## src/rtl/instr_fetch_unit.sv

```systemverilog
// RV32 instruction fetch stage: PC, credit-limited in-order imem requests, and an instruction buffer toward decode.
// Optional FETCH_MISALIGN_CHECK_EN: a misaligned redirect target halts fetch and raises a sticky misalign_err.
module instr_fetch_unit #(
  parameter int unsigned     XLEN      = 32,
  parameter logic [XLEN-1:0] RESET_PC  = '0,
  parameter int unsigned     BUF_DEPTH = 2
) (
  input  logic            clk,
  input  logic            rst,
  output logic            imem_req_valid,
  input  logic            imem_req_ready,
  output logic [XLEN-1:0] imem_req_addr,
  input  logic            imem_rsp_valid,
  input  logic [XLEN-1:0] imem_rsp_data,
  input  logic            redirect_valid,
  input  logic [XLEN-1:0] redirect_pc,
  output logic            id_valid,
  input  logic            id_ready,
  output logic [XLEN-1:0] id_instr,
  output logic [XLEN-1:0] id_pc,
  output logic            misalign_err
);

  localparam int unsigned PW = (BUF_DEPTH > 1) ? $clog2(BUF_DEPTH) : 1;
  localparam int unsigned CW = PW + 1;
  localparam logic [CW:0] DEPTH_W = (CW+1)'(BUF_DEPTH);

  typedef logic [CW-1:0] cnt_t;
  typedef logic [PW-1:0] ptr_t;
  typedef struct packed {
    logic [XLEN-1:0] instr;
    logic [XLEN-1:0] pc;
  } entry_t;

  logic [XLEN-1:0] pc_q, pc_d;
  cnt_t            count_q, count_d;
  cnt_t            outst_q, outst_d;
  cnt_t            drop_q, drop_d;
  ptr_t            buf_wr_q, buf_wr_d, buf_rd_q, buf_rd_d;
  ptr_t            tag_wr_q, tag_wr_d, tag_rd_q, tag_rd_d;
  logic            halt_q, halt_d;

  entry_t          buf_mem [BUF_DEPTH];
  logic [XLEN-1:0] tag_mem [BUF_DEPTH];

  logic            pop, push, req_fire;
  logic [CW:0]     credit_used;
  logic [XLEN-1:0] target_pc;
  entry_t          head;

  assign head     = buf_mem[buf_rd_q];
  assign id_valid = (count_q != '0);
  assign id_instr = id_valid ? head.instr : '0;
  assign id_pc    = id_valid ? head.pc : '0;
  assign pop      = id_valid & id_ready;

  // A slot popped this cycle is free again before any newly requested word can return,
  // so it is counted as available; this keeps a 1-cycle imem streaming at full rate.
  assign credit_used    = {1'b0, count_q} + {1'b0, outst_q} - (CW+1)'(pop);
  assign imem_req_valid = !rst && !redirect_valid && !halt_q && (credit_used < DEPTH_W);
  assign imem_req_addr  = pc_q;
  assign req_fire       = imem_req_valid & imem_req_ready;

  assign push      = imem_rsp_valid && (drop_q == '0) && !redirect_valid && !halt_q;
  assign target_pc = redirect_pc & ~(XLEN'(3));

`ifdef FETCH_MISALIGN_CHECK_EN
  assign misalign_err = halt_q;
`else
  assign misalign_err = 1'b0;
`endif

  // NOTE: every variable gets its default first, so no path leaves it unassigned and no latch is inferred.
  always_comb begin
    pc_d     = pc_q;
    count_d  = count_q + cnt_t'(push) - cnt_t'(pop);
    outst_d  = outst_q + cnt_t'(req_fire) - cnt_t'(imem_rsp_valid);
    drop_d   = drop_q;
    buf_wr_d = buf_wr_q;
    buf_rd_d = buf_rd_q;
    tag_wr_d = tag_wr_q;
    tag_rd_d = tag_rd_q;
    halt_d   = halt_q;

    if (req_fire) begin
      pc_d     = pc_q + XLEN'(4);
      tag_wr_d = tag_wr_q + ptr_t'(1);
    end
    // Every response retires its request tag, whether kept or dropped.
    if (imem_rsp_valid) begin
      tag_rd_d = tag_rd_q + ptr_t'(1);
      if (drop_q != '0) drop_d = drop_q - cnt_t'(1);
    end
    if (push) buf_wr_d = buf_wr_q + ptr_t'(1);
    if (pop)  buf_rd_d = buf_rd_q + ptr_t'(1);

    if (redirect_valid) begin
      pc_d     = target_pc;
      count_d  = '0;
      buf_wr_d = '0;
      buf_rd_d = '0;
      drop_d   = outst_q - cnt_t'(imem_rsp_valid);
`ifdef FETCH_MISALIGN_CHECK_EN
      if (redirect_pc[1:0] != 2'b00) halt_d = 1'b1;
`endif
    end
  end

  // NOTE: sequential state uses non-blocking assignments so all registers update together on the edge.
  always_ff @(posedge clk or posedge rst) begin
    if (rst) begin
      pc_q     <= RESET_PC;
      count_q  <= '0;
      outst_q  <= '0;
      drop_q   <= '0;
      buf_wr_q <= '0;
      buf_rd_q <= '0;
      tag_wr_q <= '0;
      tag_rd_q <= '0;
      halt_q   <= 1'b0;
    end else begin
      pc_q     <= pc_d;
      count_q  <= count_d;
      outst_q  <= outst_d;
      drop_q   <= drop_d;
      buf_wr_q <= buf_wr_d;
      buf_rd_q <= buf_rd_d;
      tag_wr_q <= tag_wr_d;
      tag_rd_q <= tag_rd_d;
      halt_q   <= halt_d;
    end
  end

  // NOTE: storage arrays are not reset; occupancy counters qualify every read, so stale contents are never visible.
  always_ff @(posedge clk) begin
    if (req_fire) tag_mem[tag_wr_q] <= pc_q;
    if (push)     buf_mem[buf_wr_q] <= '{instr: imem_rsp_data, pc: tag_mem[tag_rd_q]};
  end

endmodule

```

## config.mk

```make
export PLATFORM = sky130hd
export DESIGN_NAME = instr_fetch_unit
export DESIGN_NICKNAME = d
export VERILOG_FILES = /design/src/rtl/instr_fetch_unit.sv
export SDC_FILE = /design/constraint.sdc
export NUM_CORES = 1
export LEC_CHECK = 0
export CORE_MARGIN = 2
export CORE_UTILIZATION = 30
export DETAILED_ROUTE_END_ITERATION = 7
export GPL_TIMING_DRIVEN = 0
export PLACE_DENSITY = 0.63
export SYNTH_ARGS = -nofsm -noshare
export SYNTH_HDL_FRONTEND = slang
export SYNTH_SLANG_ARGS = --single-unit
```

## constraint.sdc

```tcl
create_clock -name clk -period 6.8 [get_ports clk]
set_input_delay 1.36 -clock clk [delete_from_list [all_inputs] [get_ports clk]]
set_output_delay 1.36 -clock clk [all_outputs]
set_load 0.01 [all_outputs]
```

# After elaboration in Yosys (flattened, before gate mapping)
# Memory sizes are Yosys's and may differ from the RTL's.
# Index checks and enable logic that the tools add are counted.
[word_totals]
ff_bits = 42
ramBits = 192
in_bits = 70
output_inout_bits = 99
word_cells = 57
mem_count = 2
[op_classes]
add_sub_neg = 13
n_lt_le_gt_ge = 1
mux = 16
n_bitwise = 2
n_reduce_logical = 15
[memory_table]
columns = ["name", "depth", "width", "rd", "rd_ports_with_merged_regs", "write_ports", "line_no", "text"]
rows = [
  ["buf_mem", 2, 64, 1, 0, 1, "43", "entry_t buf_mem [BUF_DEPTH];"],
  ["tag_mem", 2, 32, 1, 0, 1, "44", "logic [XLEN-1:0] tag_mem [BUF_DEPTH];"],
]
[ops]
columns = ["op", "count"]
rows = [
  ["32-bit two-way mux", 4],
  ["32-bit by 3-bit adder with 32-bit output (second input constant)", 1],
  ["2-bit nonzero test", 7],
  ["1-bit two-way mux", 8],
  ["2-bit two-way mux", 4],
  ["2-bit by 1-bit subtractor with 2-bit output", 3],
  ["1-bit adder (second input constant)", 4],
  ["2-bit by 1-bit adder with 2-bit output", 2],
  ["1-bit logical AND", 4],
  ["2-bit by 2-bit adder with 3-bit output", 1],
  ["3-bit by 2-bit < comparator with 1-bit output (second input constant)", 1],
  ["3-bit by 1-bit subtractor with 3-bit output", 1],
  ["1-bit AND", 2],
  ["1-bit zero test", 2],
  ["2-bit zero test", 1],
  ["2-bit AND reduction", 1],
  ["2-bit by 1-bit subtractor with 2-bit output (second input constant)", 1],
]

# Logic depth before layout (Yosys ltp)
[depth]
ltp_word = 8
mapped_depth = 14
ltp_nobuf = 12

# Least setup slack after synthesis
# OpenSTA, ideal clock, no wires.
[synth_timing]
path_type = "input to register"
from = "input port redirect_valid"
to = "memory buf_mem[0][10] (netlist bit), enable pin"
setup_ns = 0.482
t_arrival_ns = 4.639
t_required_ns = 6.318
path_slack_ns = 1.679
stages = 4
n_path_buf = 2
path_cell_list = "buf_2 buf_1 or2_2 nor2_1"
[synth_between]
elab_chain_cells = 4
[synth_lines]
columns = ["item", "line_no", "text"]
rows = [
  ["start, declared", "15", "input logic redirect_valid,"],
  ["1-bit zero test", "64", "assign push = imem_rsp_valid && (drop_q == '0) && !redirect_valid && !halt_q;"],
  ["1-bit logical AND", "64", ""],
  ["1-bit two-way mux", "137", "if (push) buf_mem[buf_wr_q] <= '{instr: imem_rsp_data, pc: tag_mem[tag_rd_q]};"],
  ["1-bit two-way mux (implied by the code)", "137", ""],
  ["end, declared", "43", ""],
]
# Every way passes these cells.

# Worst setup path after layout
[layout_timing]
from = "register count_q[1]"
to = "output port imem_req_valid"
[layout_between]
elab_chain_cells = 5
elab_cells_between_ends = 6
cone_classes = "2 x add/sub; 1 x order compare; 1 x bitwise; 2 x reduce/logical"
[layout_lines]
columns = ["item", "line_no", "text"]
rows = [
  ["start, declared", "36", "cnt_t count_q, count_d;"],
  ["start signal, assigned", "123", "count_q <= count_d;"],
  ["parallel branches: the longest is 2 deep, another holds 2-bit by 2-bit adder with 3-bit output", "n/a", ""],
  ["3-bit by 1-bit subtractor with 3-bit output *", "59", "assign credit_used = {1'b0, count_q} + {1'b0, outst_q} - (CW+1)'(pop);"],
  ["3-bit by 2-bit < comparator with 1-bit output *", "60", "assign imem_req_valid = !rst && !redirect_valid && !halt_q && (credit_used < DEPTH_W);"],
  ["1-bit logical AND *", "60", ""],
  ["end, declared", "10", "output logic imem_req_valid,"],
]
# Every way passes the cells marked *.

==> impl_metrics.json <==
{
  "wl_per_cell_um": 18.3,
  "drt-total-wl_um": 23000,
  "diodes": 0,
  "synthArstFlopShare": 0.179,
  "clockBufferDepth": 3,
  "yosys_most_used_dff": "edfxtp_1",
  "vias": 5918,
  "outcome": "completed",
  "ys_ff_latch": 224,
  "grt_max_degree": 41,
  "core_area_mm2": 0.0307,
  "ant_nets": 0,
  "post-route-util": 0.409,
  "hpwl_um": 15900,
  "grt-ovfl-total": 0,
  "insertion_delay_ns": 0.52,
  "areaGrowthSynthToFinish_pct": 33.7,
  "syn_area_mm2": 0.00939,
  "htree_levels": 1,
  "ir_drop_v": 0.000197,
  "initialDrtViolationCount": 348,
  "syn_inst": 643,
  "grt_pass1_wl_um": 35100,
  "stdcell_count": 1255,
  "maxSlewViolCount": 0,
  "die_x_um": 181,
  "tightest_slew_ns": 0.977,
  "power.leakage_nw": 4.36,
  "p_total_mw": 4.28,
  "place.gp.congestion": 0.793,
  "crit_path_max_fanout": 9,
  "max_freq_mhz": 210,
  "finalCritPeriodShare": 0.701,
  "nFillCells": 2849,
  "avgSynthCellArea_um2": 14.6,
  "setup_viol": 0,
  "rrSetupSlack_ns": 2.76,
  "rows": 64,
  "crit_chain": "nor2_1, inv_1, and3_1, fa_1, xor2_1, and3_1, clkdlybuf4s50_1",
  "ys_seq_area_frac": 0.695,
  "synth_edf_count": 184,
  "drc": 0,
  "ys_warn_count": 0,
  "worstSetupPathType": "register to output pin",
  "synth_cell_type_count": 60,
  "cts_resized": 0,
  "powerDensity_mw_per_mm2": 341,
  "via_per_inst": 4.72,
  "cts.sinks": 224,
  "grt_pass1_vias": 5995,
  "slowest_delay_ns": 0.75,
  "numPortBuffers": 160,
  "clockRootBuffer": "clkbuf_16",
  "start_util": 0.306,
  "ios": 169,
  "clkTransAtPathRegs_ns": 0.06,
  "rsz0062_at_grt": "false",
  "maxCapViolCount": 0,
  "num-nets-final": 920,
  "postCtsHoldBufs": 0,
  "dieArea_mm2": 0.0327,
  "tritoncts": "built",
  "cts_setup_buffers": 0,
  "drive_above_1_share": 0.132,
  "relSlewSlack": 0.346,
  "hold_path.class": "register to register",
  "clock_skew_ns": 0.0201,
  "dp_cells": 1209,
  "critPathSlowestCell": "nor2_1",
  "arrival_ns": 3.41,
  "period_needed_ns": 4.77,
  "dieHeight_um": 181,
  "grt_usage": 0.138,
  "hold_viol": 0,
  "numCtsBuffers": 26,
  "antenna_found_initial": 0,
  "worst_setup_path_end_kind": "output pin",
  "crit_top_cell": "and3_1",
  "dr.pass1.iters": 6,
  "required_ns": 5.44,
  "timing.hold.ws_ns": 0.544,
  "startpoint_type": "register"
}
==> power by group <==
group | leakage, nW | internal (mW) | total [mW] | switching [mW]
Sequential | 2.15 | 1.65 | 1.76 | 0.104
Combinational | 1.78 | 0.537 | 1.09 | 0.550
Clock | 0.436 | 0.908 | 1.44 | 0.529
==> kinds of logic (layout without fill, tap and decap cells) <==
| logic type | Yosys count | in the layout | share of synthesized area |
|---|---|---|---|
| AO/OA/AOI/OAI | 55 | 55 | 0.0401 |
| AND/OR/NAND/NOR | 195 | 195 | 0.106 |
| flip-flops | 224 | 224 | 0.695 |
| XOR/XNOR | 13 | 13 | 0.0121 |
| multiplexers | 98 | 98 | 0.109 |
| other | 1 | 5 | 0.000400 |
| adder cells (fa/ha/maj) | 9 | 9 | 0.0128 |
| buffers and inverters | 48 | 260 | 0.0247 |
==> final timing paths <==
kind	start	to	cells past startpoint
max	count_q[1]	imem_req_valid	7
min	tag_wr_q	tag_wr_q	1
max reg2reg	count_q[1]	tag_mem[1][18]	9
min reg2reg	tag_wr_q	tag_wr_q	1
max in group asynchronous	rst	imem_req_addr[10]	3
min in group asynchronous	rst	imem_req_addr[22]	3
==> layout by cell type (no fill, tap or decap), drive strengths merged, types with 6 or more instances in the layout <==
cell	n
nor2b	6
nor2	88
clkdlybuf4s50	160
edfxtp	184
and3	6
clkbuf	46
buf	29
nand2	36
o311ai	7
nand4	11
ha	8
and2	7
xnor2	8
a21oi	6
mux2	31
dfrtp	40
o21ai	19
inv	15
mux2i	67
nand3	17
==> flip-flops by register name, indices dropped and copies added (netlist names), 2 cells and up <==
register       count
buf_mem          124
drop_q             2
tag_mem           60
outst_q            2
count_q            2
imem_req_addr     30
==> worst max-delay path: cells and delay by family, from the launching register on <==
family / cells / cell delay (ns)
AND/OR/NAND/NOR: 3 / 1.18
XOR/XNOR: 1 / 0.19
flip-flops: 1 / 0.41
adder cells (fa/ha/maj): 1 / 0.40
buffers and inverters: 2 / 0.71
==> layer usage <==
layer	track usage	wire (um)	vias to the layer above	part of all wire
li1	-	-	2775	-
met1	0.184	9860	2880	0.43
met2	0.229	11000	225	0.48
met3	0.0246	1610	38	0.070
met4	0.0403	512	0	0.022
met5	0	0	-	0
==> area by class of cell <==
cell class                 instances  area [um^2]  share of cell area
multi-input combinational        375         2670               0.213
clock inverter                    10          159              0.0127
timing repair buffer             166         1730               0.138
inverter                          15         56.3             0.00449
clock buffer                      36          739              0.0589
buffer                            33          175              0.0140
sequential                       224         6530               0.520
tap                              396          495              0.0395
==> synthesized netlist by cell type (all sizes together), types with 2 or more instances <==
cell,number,share of area
edfxtp,184,0.59
dfrtp,40,0.11
nor3,2,0.0011
inv,15,0.0060
nor2,88,0.035
a21oi,6,0.0032
a32oi,3,0.0028
o211ai,4,0.0032
and3,6,0.0040
o21ai,19,0.010
mux2i,67,0.071
mux2,31,0.037
buf,23,0.014
a31oi,3,0.0020
and2,7,0.0048
ha,8,0.011
nor4,4,0.0075
nand3,17,0.011
o311ai,7,0.0065
nand3b,4,0.0032
a22oi,2,0.0016
nand2b,5,0.0033
nor2b,6,0.0040
xor2,5,0.0047
xnor2,8,0.0075
nor3b,3,0.0029
nand4,11,0.0087
nand2,36,0.014
clkbuf,10,0.0051
a221o,5,0.0053
==> through the flow <==
stage	setup TNS, ns	area (um^2)	setup WS [ns]
after floorplan	0	9400	1.68
after global placement	-72.09	11500	-0.596
after detailed placement	0	11600	2.08
after CTS	0	12500	1.95
after global routing	0	12500	1.75
final	0	12500	2.03
Note: power is estimated with default switching activity, not from simulation.
